===== src/rtl/seg_scan_driver.sv =====
// Multiplexed seven-segment scanner: one-hot digit enables on a shared segment bus, with
// frame-synchronous double buffering, per-slot dead-time blanking and per-digit blinking.
module seg_scan_driver #(
  parameter int unsigned NUM_DIGITS   = 4,
  parameter int unsigned SCAN_DIV     = 1000,
  parameter int unsigned BLANK_CYCLES = 16,
  parameter int unsigned BLINK_FRAMES = 64
) (
  input  logic                    clk,
  input  logic                    rst_n,
  input  logic                    scan_en_i,
  input  logic [8*NUM_DIGITS-1:0] digits_in_i,
  input  logic                    load_i,
  input  logic [NUM_DIGITS-1:0]   blink_mask_i,
  output logic [7:0]              seg_out_o,
  output logic [NUM_DIGITS-1:0]   dig_sel_o,
  output logic                    frame_done_o
);

  localparam int unsigned CW = $clog2(SCAN_DIV);
  localparam int unsigned IW = $clog2(NUM_DIGITS);
  localparam int unsigned FW = $clog2(2 * BLINK_FRAMES);

  localparam logic [CW-1:0] CMax    = CW'(SCAN_DIV - 1);
  localparam logic [IW-1:0] IdxMax  = IW'(NUM_DIGITS - 1);
  localparam logic [FW-1:0] FMax    = FW'(2 * BLINK_FRAMES - 1);
  localparam logic [CW-1:0] CBlank  = CW'(BLANK_CYCLES);
  localparam logic [FW-1:0] FBlinkO = FW'(BLINK_FRAMES);

  logic [CW-1:0]                c_q, c_d;
  logic [IW-1:0]                idx_q, idx_d;
  logic [FW-1:0]                f_q, f_d;
  logic [NUM_DIGITS-1:0][7:0]   buf_q, buf_d;
  logic [NUM_DIGITS-1:0][7:0]   disp_q, disp_d;
  logic                         pend_q, pend_d;
  logic [7:0]                   seg_q, seg_d;
  logic [NUM_DIGITS-1:0]        sel_q, sel_d;
  logic                         fd_q, fd_d;
  logic                         wrap;

  always_comb begin
    c_d    = c_q;
    idx_d  = idx_q;
    f_d    = f_q;
    buf_d  = buf_q;
    disp_d = disp_q;
    pend_d = pend_q;
    seg_d  = '0;
    sel_d  = '0;
    fd_d   = 1'b0;

    wrap = scan_en_i && (c_q == CMax) && (idx_q == IdxMax);

    if (scan_en_i) begin
      if (c_q == CMax) begin
        c_d   = '0;
        idx_d = (idx_q == IdxMax) ? '0 : idx_q + 1'b1;
      end else begin
        c_d = c_q + 1'b1;
      end
    end

    // disp only changes on the frame wrap; a load on that very edge bypasses the shadow buffer
    if (wrap) begin
      if (load_i) begin
        disp_d = digits_in_i;
        buf_d  = digits_in_i;
      end else if (pend_q) begin
        disp_d = buf_q;
      end
      pend_d = 1'b0;
      f_d    = (f_q == FMax) ? '0 : f_q + 1'b1;
      fd_d   = 1'b1;
    end else if (load_i) begin
      buf_d  = digits_in_i;
      pend_d = 1'b1;
    end

    // Outputs are computed from next-state so they stay coherent with c and idx
    if (scan_en_i && (c_d >= CBlank)) begin
      sel_d = NUM_DIGITS'(1) << idx_d;
      if (!(blink_mask_i[idx_d] && (f_d >= FBlinkO))) begin
        seg_d = disp_d[idx_d];
      end
    end
  end

  always_ff @(posedge clk or negedge rst_n) begin
    if (!rst_n) begin
      c_q    <= '0;
      idx_q  <= '0;
      f_q    <= '0;
      buf_q  <= '0;
      disp_q <= '0;
      pend_q <= 1'b0;
      seg_q  <= '0;
      sel_q  <= '0;
      fd_q   <= 1'b0;
    end else begin
      c_q    <= c_d;
      idx_q  <= idx_d;
      f_q    <= f_d;
      buf_q  <= buf_d;
      disp_q <= disp_d;
      pend_q <= pend_d;
      seg_q  <= seg_d;
      sel_q  <= sel_d;
      fd_q   <= fd_d;
    end
  end

  assign seg_out_o    = seg_q;
  assign dig_sel_o    = sel_q;
  assign frame_done_o = fd_q;

endmodule


===== config.mk =====
export PLATFORM = sky130hd
export DESIGN_NAME = seg_scan_driver
export DESIGN_NICKNAME = d
export VERILOG_FILES = /design/src/rtl/seg_scan_driver.sv
export SDC_FILE = /design/constraint.sdc
export NUM_CORES = 1
export LEC_CHECK = 0
export BUFFER_PORTS_ARGS = -buffer_cell sky130_fd_sc_hd__clkbuf_2
export CAP_MARGIN = 10
export CELL_PAD_IN_SITES_DETAIL_PLACEMENT = 0
export CELL_PAD_IN_SITES_GLOBAL_PLACEMENT = 1
export CORE_ASPECT_RATIO = 2
export CORE_MARGIN = 2
export CORE_UTILIZATION = 41
export DETAILED_ROUTE_END_ITERATION = 8
export PLACE_DENSITY_LB_ADDON = 0.1
export SETUP_SLACK_MARGIN = 0.2
export SYNTH_ARGS = -nofsm -noshare
export SYNTH_HDL_FRONTEND = slang
export SYNTH_SLANG_ARGS = --single-unit

===== constraint.sdc =====
create_clock -name clk -period 2 [get_ports clk]
set_input_delay 0.2 -clock clk [delete_from_list [all_inputs] [get_ports clk]]
set_output_delay 0.2 -clock clk [all_outputs]
set_load 0.005 [all_outputs]

==> out/metrics.yaml <==
cells_and_area:
  final_core_util_pct: 60.1
  area_growth_pct: 43.9
  diodes: 0
  final_nets: 556
  fillers: 911
  finalNonFillerCells: 655
  drive_above_1_share_pct: 51.2
  multi_input_area_sq_mm: 0.00216
  regArea_sq_mm: 0.00243
  final_area_sq_mm: 0.00626
route:
  num_vias: 3488
  viasPerCell: 5.33
  wire_per_inst_microns: 18.6
  drc: 0
  first_iter_violations: 156
  antenna_left: 0
  first_pass_iters: 4
  wl_microns: 12200
timing:
  grt_setup_unrepaired: "true"
  finalHoldViolations: 0
  maxSlewViolCount: 0
  min_period_over_period_pct: 109
  max_freq_mhz: 458
  skew_ns: 0.00681
  finalSetupViolations: 12
  slew_headroom_pct: 65.4
  tightest_slew_ns: 0.518
  finalCriticalPeriod_ns: 2.18
  layout_setup_ws_ns: -0.185
place:
  placed_area_sq_mm: 0.00522
  dpl.hpwl_microns: 8220
  gp_congestion: 0.776
  io_buffers: 52
  placed_cells: 614
  place_ws_ns: -0.258
setup_path:
  endpoint_kind: "flop"
  worst_path_largest_cell_delay_ns: 0.54
  crit_top_cell: "buf_4"
  critical_path_class: "reg2reg"
  path_cells: "ha_4 -> nand3_4 -> or4_1 -> buf_4 -> buf_4 -> o221ai_1 -> o21ai_1 -> nor4b_2"
  critPathBufInv: 2
  crit_slowest_cell: "or4_1"
  critical_path_required_ns: 2.22
  start_kind: "flop"
  cp.arrival_ns: 2.41
  cp_max_fo: 9
  path_delay_family: "simple AND/OR/NAND/NOR gates"
clocking:
  cts_root_buf: "clkbuf_16"
  clockBufferDepth: 2
  numCtsBuffers: 9
  tritoncts: "built"
  clk_pin_slew_ns: 0.07
  htree_levels: 3
  insertion_delay_ns: 0.34
  clkSinkCount: 97
worst_hold_path:
  min_path_type: "in2reg"
floorplanning:
  dieArea_sq_mm: 0.0115
  top_level_ports: 53
  die_h_microns: 150
  core_sq_mm: 0.0104
  initial_core_util_pct: 41.8
  rows: 53
  die_w_microns: 76.9
power:
  p_int_w: 0.00338
  p_leak_nw: 2.88
  switchingPower_w: 0.00117
  switching_share_pct: 25.7
  pwr-share-seq_pct: 47.9
  power_frac_clock_pct: 36.8
  power.total_w: 0.00454
  pwr_density_cell_mw_per_mm2: 726
  max-vdd-ir-drop_mv: 0.512
  p_comb_share_pct: 15.3
synthesis:
  synthTopCellsByCount: "dfrtp_1, nor2_1, mux2_2, o21ai_0, nand2_1"
  yosysTopAreaCellShare_pct: 55.8
  ys_seq_elements: 97
  ys_seq_area_share_pct: 55.8
  yosysWarnings: 0
  synth.area.top_cells: "dfrtp_1, mux2_2, nor2_1, o21ai_0, nand2_1"
  synthFlopType: "dfrtp_1"
  synth_mux_area_share_pct: 10.8
  synth-edff-count: 0
  synth_most_common_cell: "dfrtp_1"
  synth_top_family_by_area: "simple AND/OR/NAND/NOR gates"
  syn-num-nets: 430
  synth-adder-area-share_pct: 0.862
  syn_inst: 387
  async_flop_share_pct: 100
  yosys.area_share.simple_pct: 14.8
  syn_avg_cell_area_sq_um: 11.2
  syn_area_sq_mm: 0.00435
  synth_xor_area_share_pct: 1.41
  synth_compound_area_share_pct: 12.5
  yosysTopAreaCell: "dfrtp_1"
  synthDistinctLibCells: 52
grt:
  overflow: 0
  grt_usage_pct: 21.8
  grt_pass1_wl_microns: 18900
  grt_max_degree: 37
  antenna_found_initial: 0
  grt_pass1_vias: 3664
outcome:
  status: "finished with violations"
  violations: "setup timing"
flow_run:
  maxCapViolCount: 0
==> cell families after synthesis <==
logic type | Yosys count
xor gates and xnor gates | 7
muxes | 42
buffers and inverters | 34
DFF | 97
and+or+nand+nor | 125
adders and majority gates | 3
AOI/OAI and AO/OA | 79
==> routing by layer <==
| metal | wire, microns | up-vias | track usage (%) |
|---|---|---|---|
| li1 | - | 1638 | - |
| met4 | 551 | 0 | 10.9 |
| met2 | 6810 | 71 | 40.1 |
| met3 | 320 | 35 | 3.80 |
| met5 | 0 | - | 0 |
| met1 | 4510 | 1744 | 23.7 |
==> sequential cells by signal, summed over array words and instances (netlist names) <==
register,count
idx_q,2
c_q,10
pend_q,1
f_q,7
disp_q,32
frame_done_o,1
buf_q,32
seg_out_o,8
dig_sel_o,4
==> layout make-up <==
| cell class | instances | share of cell area, % |
|---|---|---|
| clock buffer | 12 | 4.26 |
| clock inverter | 4 | 0.420 |
| inverter | 13 | 0.859 |
| multi-input combinational | 257 | 34.6 |
| sequential | 97 | 38.8 |
| tap | 137 | 2.74 |
| timing repair buffer | 135 | 18.4 |
==> timing repair <==
item,CTS,global route
endpoints found under the setup margin,48,45
buffers inserted,9,10
hold buffers,1,0
cloned,3,2
pin swaps,8,19
endpoints found under the hold margin,32,0
resized for setup,49,77
==> final timing paths <==
kind / start / end / slack [ns] / cells after the start
hold reg to reg: buf_q[9] / buf_q[9] / 0.50 / 1
setup reg to reg: c_q[1] / seg_out_o[7] / -0.18 / 8
setup / recovery: c_q[1] / seg_out_o[7] / -0.18 / 8
min in group asynchronous: rst_n / buf_q[25] / 0.36 / 2
hold / removal: digits_in_i[13] / buf_q[13] / 0.11 / 2
max in group asynchronous: rst_n / disp_q[19] / 1.08 / 3
==> power by group through the flow <==
stage	logic [W]	clock network, W	registers, W
after floorplan	0.000358	0	0.00220
after global placement	0.000614	0	0.00221
after detailed placement	0.000627	0	0.00221
after CTS	0.000667	0.00171	0.00217
after global routing	0.000752	0.00181	0.00219
final	0.000694	0.00167	0.00218
==> through the flow <==
step | setup TNS [ns] | hold WS [ns]
floorplan | -0.101 | -0.0956
global placement | -2.50 | 0.186
detailed placement | -3.56 | 0.191
CTS | -1.89 | 0.102
global route | -2.94 | 0.109
finish | -1.70 | 0.107
==> cells in the final DEF (no fill, tap or decap), drive strengths merged, types with 2 or more instances in the layout <==
cell type,synthesis,routed
a31oi,8,8
a21o,2,2
and3,2,2
dfrtp,97,97
xnor2,6,6
nor2,57,57
nor4b,7,7
nand2,30,30
a211oi,3,3
mux2,40,40
o21ai,31,32
inv,13,13
a21oi,5,5
a22o,2,2
clkinv,0,3
o221ai,9,9
o31ai,5,5
nor3,8,8
mux2i,2,2
and2,2,2
nand3,7,7
ha,3,3
buf,17,81
clkbuf,4,65
o22ai,8,8
nand4,7,7
No activity file was read; power rests on OpenSTA's default activity.
